File: src/rtl/ps2_pkg.sv
// ps2_pkg: shared state type and protocol constants
// for the PS/2 keyboard receiver.
package ps2_pkg;

    typedef enum logic [1:0] {
        IDLE,
        DATA,
        PARITY,
        STOP
    } ps2_state_t;

    localparam logic [7:0] PS2_BREAK_CODE = 8'hF0;
    localparam logic [7:0] PS2_EXT_CODE   = 8'hE0;
    localparam int         PS2_DATA_BITS  = 8;

    // True when data plus parity carries an odd number of ones.
    function automatic logic odd_parity_ok(
        input logic [7:0] d,
        input logic       p
    );
        return ^{d, p};
    endfunction

endpackage

File: src/rtl/ps2_keyboard_rx_if.sv
// ps2_keyboard_rx_if: PS/2 line inputs and scancode/interrupt
// outputs of the keyboard receiver.
interface ps2_keyboard_rx_if;

    logic       PS2CLK;
    logic       PS2DATA;
    logic [7:0] SCANCODE;
    logic       INTRPT;
    logic       ERR;

    modport master (
        output PS2CLK,
        output PS2DATA,
        input  SCANCODE,
        input  INTRPT,
        input  ERR
    );

    modport slave (
        input  PS2CLK,
        input  PS2DATA,
        output SCANCODE,
        output INTRPT,
        output ERR
    );

endinterface

File: src/rtl/ps2_sync_edge.sv
// ps2_sync_edge: multi-flop synchroniser with a registered
// falling-edge strobe; level is delayed to line up with fe.
module ps2_sync_edge #(
    parameter int STAGES = 2
) (
    input  logic clk,
    input  logic rst_n,
    input  logic din,
    output logic level,
    output logic fe
);

    logic [STAGES-1:0] sync;
    logic              prev;

    always_ff @(posedge clk or negedge rst_n) begin
        if (!rst_n) begin
            sync <= '1;
            prev <= 1'b1;
            fe   <= 1'b0;
        end else begin
            sync <= {sync[STAGES-2:0], din};
            prev <= sync[STAGES-1];
            fe   <= prev & ~sync[STAGES-1];
        end
    end

    assign level = prev;

endmodule

File: src/rtl/ps2_keyboard_rx.sv
// ps2_keyboard_rx: PS/2 device-to-host frame receiver with stretched
// interrupt. Optional make-code-only filter: PS2_BREAK_FILTER_EN.
module ps2_keyboard_rx
    import ps2_pkg::*;
#(
    parameter int CLK_FREQ_HZ = 100000000,
    parameter int TIMEOUT_US  = 200,
    parameter int INTR_CYCLES = 4,
    parameter int SYNC_STAGES = 2
) (
    input logic              CLK,
    input logic              RST_N,
    ps2_keyboard_rx_if.slave bus
);

    localparam int TIMEOUT_CYCLES = CLK_FREQ_HZ / 1000000 * TIMEOUT_US;
    localparam int TW = $clog2(TIMEOUT_CYCLES + 1);
    localparam logic [TW-1:0] WD_MAX = TW'(TIMEOUT_CYCLES);
    localparam logic [2:0] LAST_BIT = 3'(PS2_DATA_BITS - 1);
    localparam logic [7:0] STRETCH = 8'(INTR_CYCLES - 1);

    logic fe;
    logic din;
    logic clk_lvl_unused;
    logic data_fe_unused;

    ps2_sync_edge #(.STAGES(SYNC_STAGES)) u_clk_sync (
        .clk   (CLK),
        .rst_n (RST_N),
        .din   (bus.PS2CLK),
        .level (clk_lvl_unused),
        .fe    (fe)
    );

    ps2_sync_edge #(.STAGES(SYNC_STAGES)) u_data_sync (
        .clk   (CLK),
        .rst_n (RST_N),
        .din   (bus.PS2DATA),
        .level (din),
        .fe    (data_fe_unused)
    );

    ps2_state_t    state;
    logic [2:0]    bit_cnt;
    logic [7:0]    shift;
    logic          par;
    logic [TW-1:0] wd;
    logic [7:0]    intr_cnt;
    logic [7:0]    scancode;
    logic          intrpt;
    logic          err;
`ifdef PS2_BREAK_FILTER_EN
    logic          brk;
`endif

    always_ff @(posedge CLK or negedge RST_N) begin
        if (!RST_N) begin
            state    <= IDLE;
            bit_cnt  <= '0;
            shift    <= '0;
            par      <= 1'b0;
            wd       <= '0;
            intr_cnt <= '0;
            scancode <= 8'h00;
            intrpt   <= 1'b0;
            err      <= 1'b0;
`ifdef PS2_BREAK_FILTER_EN
            brk      <= 1'b0;
`endif
        end else begin
            err <= 1'b0;
            // Stretch countdown; an accept below restarts it.
            if (intr_cnt != '0) intr_cnt <= intr_cnt - 8'd1;
            else                intrpt   <= 1'b0;
            if (state == IDLE || fe) wd <= '0;
            else                     wd <= wd + 1'b1;
            if (fe) begin
                unique case (state)
                    IDLE: begin
                        if (!din) begin
                            state   <= DATA;
                            bit_cnt <= '0;
                        end
                    end
                    DATA: begin
                        shift   <= {din, shift[7:1]};
                        bit_cnt <= bit_cnt + 3'd1;
                        if (bit_cnt == LAST_BIT) state <= PARITY;
                    end
                    PARITY: begin
                        par   <= din;
                        state <= STOP;
                    end
                    STOP: begin
                        state <= IDLE;
                        if (din && odd_parity_ok(shift, par)) begin
`ifdef PS2_BREAK_FILTER_EN
                            if (brk) begin
                                brk <= 1'b0;
                            end else if (shift == PS2_BREAK_CODE) begin
                                brk <= 1'b1;
                            end else begin
                                scancode <= shift;
                                intrpt   <= 1'b1;
                                intr_cnt <= STRETCH;
                            end
`else
                            scancode <= shift;
                            intrpt   <= 1'b1;
                            intr_cnt <= STRETCH;
`endif
                        end else begin
                            err <= 1'b1;
`ifdef PS2_BREAK_FILTER_EN
                            brk <= 1'b0;
`endif
                        end
                    end
                    default: state <= IDLE;
                endcase
            end else if (state != IDLE && wd == WD_MAX) begin
                state <= IDLE;
                err   <= 1'b1;
`ifdef PS2_BREAK_FILTER_EN
                brk   <= 1'b0;
`endif
            end
        end
    end

    assign bus.SCANCODE = scancode;
    assign bus.INTRPT   = intrpt;
    assign bus.ERR      = err;

endmodule

File: src/flat_wrapper.sv
// flat-port wrapper written by rule: the top's interface ports become plain ports
module ps2_keyboard_rx_flat import ps2_pkg::*;
#(
    parameter int CLK_FREQ_HZ = 100000000,
    parameter int TIMEOUT_US  = 200,
    parameter int INTR_CYCLES = 4,
    parameter int SYNC_STAGES = 2
)
  (CLK, RST_N, bus_PS2CLK, bus_PS2DATA, bus_SCANCODE, bus_INTRPT, bus_ERR);
  ps2_keyboard_rx_if bus_i ();
  input logic CLK;
  input logic RST_N;
  input wire logic [$bits(bus_i.PS2CLK)-1:0] bus_PS2CLK;
  input wire logic [$bits(bus_i.PS2DATA)-1:0] bus_PS2DATA;
  output wire logic [$bits(bus_i.SCANCODE)-1:0] bus_SCANCODE;
  output wire logic [$bits(bus_i.INTRPT)-1:0] bus_INTRPT;
  output wire logic [$bits(bus_i.ERR)-1:0] bus_ERR;
  assign bus_i.PS2CLK = bus_PS2CLK;
  assign bus_i.PS2DATA = bus_PS2DATA;
  assign bus_SCANCODE = bus_i.SCANCODE;
  assign bus_INTRPT = bus_i.INTRPT;
  assign bus_ERR = bus_i.ERR;
  ps2_keyboard_rx #(.CLK_FREQ_HZ(CLK_FREQ_HZ), .TIMEOUT_US(TIMEOUT_US), .INTR_CYCLES(INTR_CYCLES), .SYNC_STAGES(SYNC_STAGES)) u_core (.CLK(CLK), .RST_N(RST_N), .bus(bus_i));
endmodule
File: config.mk
export PLATFORM = sky130hd
export DESIGN_NAME = ps2_keyboard_rx_flat
export DESIGN_NICKNAME = d
export VERILOG_FILES = /design/src/rtl/ps2_pkg.sv /design/src/rtl/ps2_keyboard_rx_if.sv /design/src/rtl/ps2_sync_edge.sv /design/src/rtl/ps2_keyboard_rx.sv /design/src/flat_wrapper.sv
export SDC_FILE = /design/constraint.sdc
export NUM_CORES = 1
export LEC_CHECK = 0
export ABC_AREA = 1
export ABC_CLOCK_PERIOD_IN_PS = 1700
export CAP_MARGIN = 15
export CORE_MARGIN = 2
export CORE_UTILIZATION = 55
export CTS_CLUSTER_SIZE = 14
export DETAILED_ROUTE_END_ITERATION = 8
export GPL_TIMING_DRIVEN = 0
export PLACE_DENSITY_LB_ADDON = 0.15
export SKIP_CTS_REPAIR_TIMING = 1
export SKIP_LAST_GASP = 1
export SLEW_MARGIN = 40
export SYNTH_ARGS = -nofsm -noshare
export SYNTH_HDL_FRONTEND = slang
export SYNTH_HIERARCHICAL = 1
export SYNTH_SLANG_ARGS = --single-unit
File: constraint.sdc
create_clock -name CLK -period 1.7 [get_ports CLK]
set_input_delay 0.34 -clock CLK [delete_from_list [all_inputs] [get_ports CLK]]
set_output_delay 0.34 -clock CLK [all_outputs]
set_load 0.005 [all_outputs]
==> summary.md <==
| Metric | Value |
|---|---|
| CTS buffer count | 5 |
| Post-layout min period | roughly 1.7 ns |
| Syn-to-layout area delta | 15.3% |
| Final Hold Vio Count | 0 |
| CTS max path bufs | 2 |
| Critical path capture point | u_core/state[1]$_DFFE_PN0P_ |
| Syn Area/Cell | ~9.0 um2 |
| Worst setup SP type | flip-flop |
| Crit-path max FO | 9 |
| Core ar. | ~4400 um2 |
| Quantity of I/O buffers inserted on ports | 13 |
| Via count | 1900 |
| Largest net degree at the start of global routing | 31 |
| Routed length per placed instance | approximately 12 um |
| Die area | ~5300 um2 |
| Fin. max-slew vios | 0 |
| Die X | about 73 um |
| R2R depth | 10 |
| Mapped Area | ~2600 um2 |
| M2 GR Usage | 0.305 |
| Static Leak | approximately 1.4 nW |
| Clock latency on the worst-skew pair | approximately 0.3 ns |
| Clock skew | 0.00272 ns |
| Drt pass-1 iters | 4 |
| GR peak layer | met2 |
| Worst path required time | about 1.9 ns |
| DIE HEIGHT | approximately 73 um |
| Final period util | 0.978 |
| Pwr/cell area | between 1000 and 1500 nW/um2 |
| Final setup vio count | 0 |
| Routing usage on met1 | 0.225 |
| Final wirelength | 4320 um |
| Root buffer cell | clkbuf_8 |
| # DRC | 0 |
| Hold WC Path Type | flip-flop to flip-flop |
| Critical path origin | u_core/state[0]$_DFFE_PN0P_ |
| Reg2reg setup slack | approximately 0.037 ns |
| Fin util | 0.670 |
| Data arrival, critical path | between 1.5 and 2 ns |
| Cell-by-cell trace of the critical path | inv_2 -> ha_4 -> nor2_8 -> inv_4 -> nor3_2 -> nand3_1 -> nand2_1 -> o21ai_2 -> nand2_1 -> o21ai_1 |
| Rows | 24 |
| DR iter-0 viols | 95 |
| Worst-Margin Slew | between 0.3 and 0.4 ns |
| RR Endpoint | u_core/state[1]$_DFFE_PN0P_ |
| Drt via density | about 5.1 |
| Crit-path slowest cell | dfrtp_1 |
| Crit path capture type | flip-flop |
| Crit Path Class | flip-flop to flip-flop |
| Worst vdd ir | between 0.0007 and 0.0008 V |
| Routed Antenna Nets | 0 |
| Worst reg2reg path startpoint | u_core/state[0]$_DFFE_PN0P_ |
| First-pass GRT wire length | between 7000 and 8000 um |
| Htree depth | 2 |
| CTS clock-pin slew for the worst setup and hold paths | ~0.090 ns |
| # fillers | roughly 370 |
| Maxcap violations | 0 |
| Nets | between 300 and 400 |
| Critical path's most frequent cell | nand2_1 |
| Syn. warnings | 6 |
| GP Congestion | about 0.81 |
| N_diodes | 0 |
| DP Cell Count | approximately 350 |
| Post-Synthesis Cells | 288 |
| GRT Util Overall | 0.179 |
| Vias in the first global route | 1797 |
| RSZ-0062 raised after global routing | yes |
| Share of layout cells above drive strength 1 | 0.177 |
| HPWL Detailed | slightly above 3000 um |
| Syn nets | 302 |
| I/O Pins | 14 |
| Initial Util | 0.581 |
| Fmax | ~600 MHz |
| TritonCTS clock tree | yes |
| Status | completed |
| Initial antenna violation count | 0 |
| Final Non-Filler Cells | ~370 |
| Max incr delay on CP | ~0.42 ns |
| Max_slew headroom | 0.782 |
| GR Util met3 | 0.0389 |
| Grt ovf | 0 |
| Clock sinks | 54 |
==> worst max-delay path: cells and delay by family (launching register included) <==
kind,cells,cell delay (ns)
buffers and inverters,2,0.16
DFF,1,0.42
adders and majority gates,1,0.19
AOI/OAI and AO/OA,2,0.14
and+or+nand+nor,5,0.64
==> power by group <==
part	switching (mW)	leakage [nW]	internal [mW]
combinational	0.672	0.642	0.484
sequential	0.170	0.711	1.49
clock	0.392	0.0472	0.328
==> per-stage QoR <==
stage / hold WS, ns / area [um2] / setup slack, ns / power [mW] / setup TNS [ns]
6_report: 0.359 / 2980 / 0.0369 / 3.53 / 0
5_1_grt: 0.369 / 2980 / -0.0758 / 3.81 / -0.411
4_1_cts: -0.0700 / 2890 / -0.175 / 3.50 / -0.332
3_5_place_dp: 0.263 / 2800 / -0.140 / 2.77 / -0.279
3_3_place_gp: 0.346 / 2780 / -1.31 / 2.72 / -67.57
2_1_floorplan: 0.0444 / 2580 / 0.150 / 2.55 / 0
==> registers in the layout, summed over array words and instances, names as in the netlist <==
signal	cells
u_core/bit_cnt	3
u_core/bus.ERR	1
u_core/bus.INTRPT	1
u_core/bus.SCANCODE	8
u_core/intr_cnt	8
u_core/par	1
u_core/shift	8
u_core/state	2
u_core/u_clk_sync/fe	1
u_core/u_clk_sync/level	1
u_core/u_clk_sync/sync	2
u_core/u_data_sync/level	1
u_core/u_data_sync/sync	2
u_core/wd	15
==> how the worst min path moves through the flow <==
| stage | startpoint | endpoint | slack [ns] | depth (start not counted) |
|---|---|---|---|---|
| after floorplan | RST_N | u_core/bit_cnt[0]$_DFFE_PN0P_ | 0.04 | 0 |
| after global placement | u_core/u_data_sync/sync[0]$_DFF_PN1_ | u_core/u_data_sync/sync[1]$_DFF_PN1_ | 0.35 | 0 |
| after detailed placement | RST_N | u_core/intr_cnt[7]$_DFF_PN0_ | 0.26 | 1 |
| after CTS | RST_N | u_core/intr_cnt[7]$_DFF_PN0_ | -0.07 | 1 |
| after global routing | u_core/u_clk_sync/sync[0]$_DFF_PN1_ | u_core/u_clk_sync/sync[1]$_DFF_PN1_ | 0.37 | 0 |
| final | u_core/u_data_sync/sync[0]$_DFF_PN1_ | u_core/u_data_sync/sync[1]$_DFF_PN1_ | 0.36 | 0 |
==> per-layer routing <==
metal / part of all wire / vias to the layer above
met4: 0.018 / 0
met1: 0.48 / 890
li1: - / 968
met5: 0 / -
met2: 0.47 / 34
met3: 0.031 / 8
==> layout make-up <==
class	count	area [um2]	area share
flip-flops and latches	54	1360	0.456
multi-input cells	197	1100	0.370
repair buffers	21	203	0.0681
inverters	34	130	0.0437
clock buffers	6	82.6	0.0277
well taps	52	65.1	0.0218
plain buffers	3	23.8	0.00798
clock inverters	2	12.5	0.00420
==> placed cells by master (no fill, tap or decap), types with 2 or more instances in the layout <==
cell / instances
clkdlybuf4s50_1: 12
nor2_8: 2
nand2_1: 76
nor2_2: 3
ha_1: 8
o21ai_0: 15
xnor2_1: 5
buf_4: 8
a21oi_1: 7
nand3_1: 17
clkbuf_8: 6
or2_1: 2
nor2_1: 25
nand3_2: 3
nor3_1: 4
inv_1: 24
nand2_2: 6
xor2_1: 4
a31oi_1: 2
dfrtp_1: 48
dfstp_2: 6
inv_2: 8
o21ai_1: 5
Power figures use the tool's default switching activity.
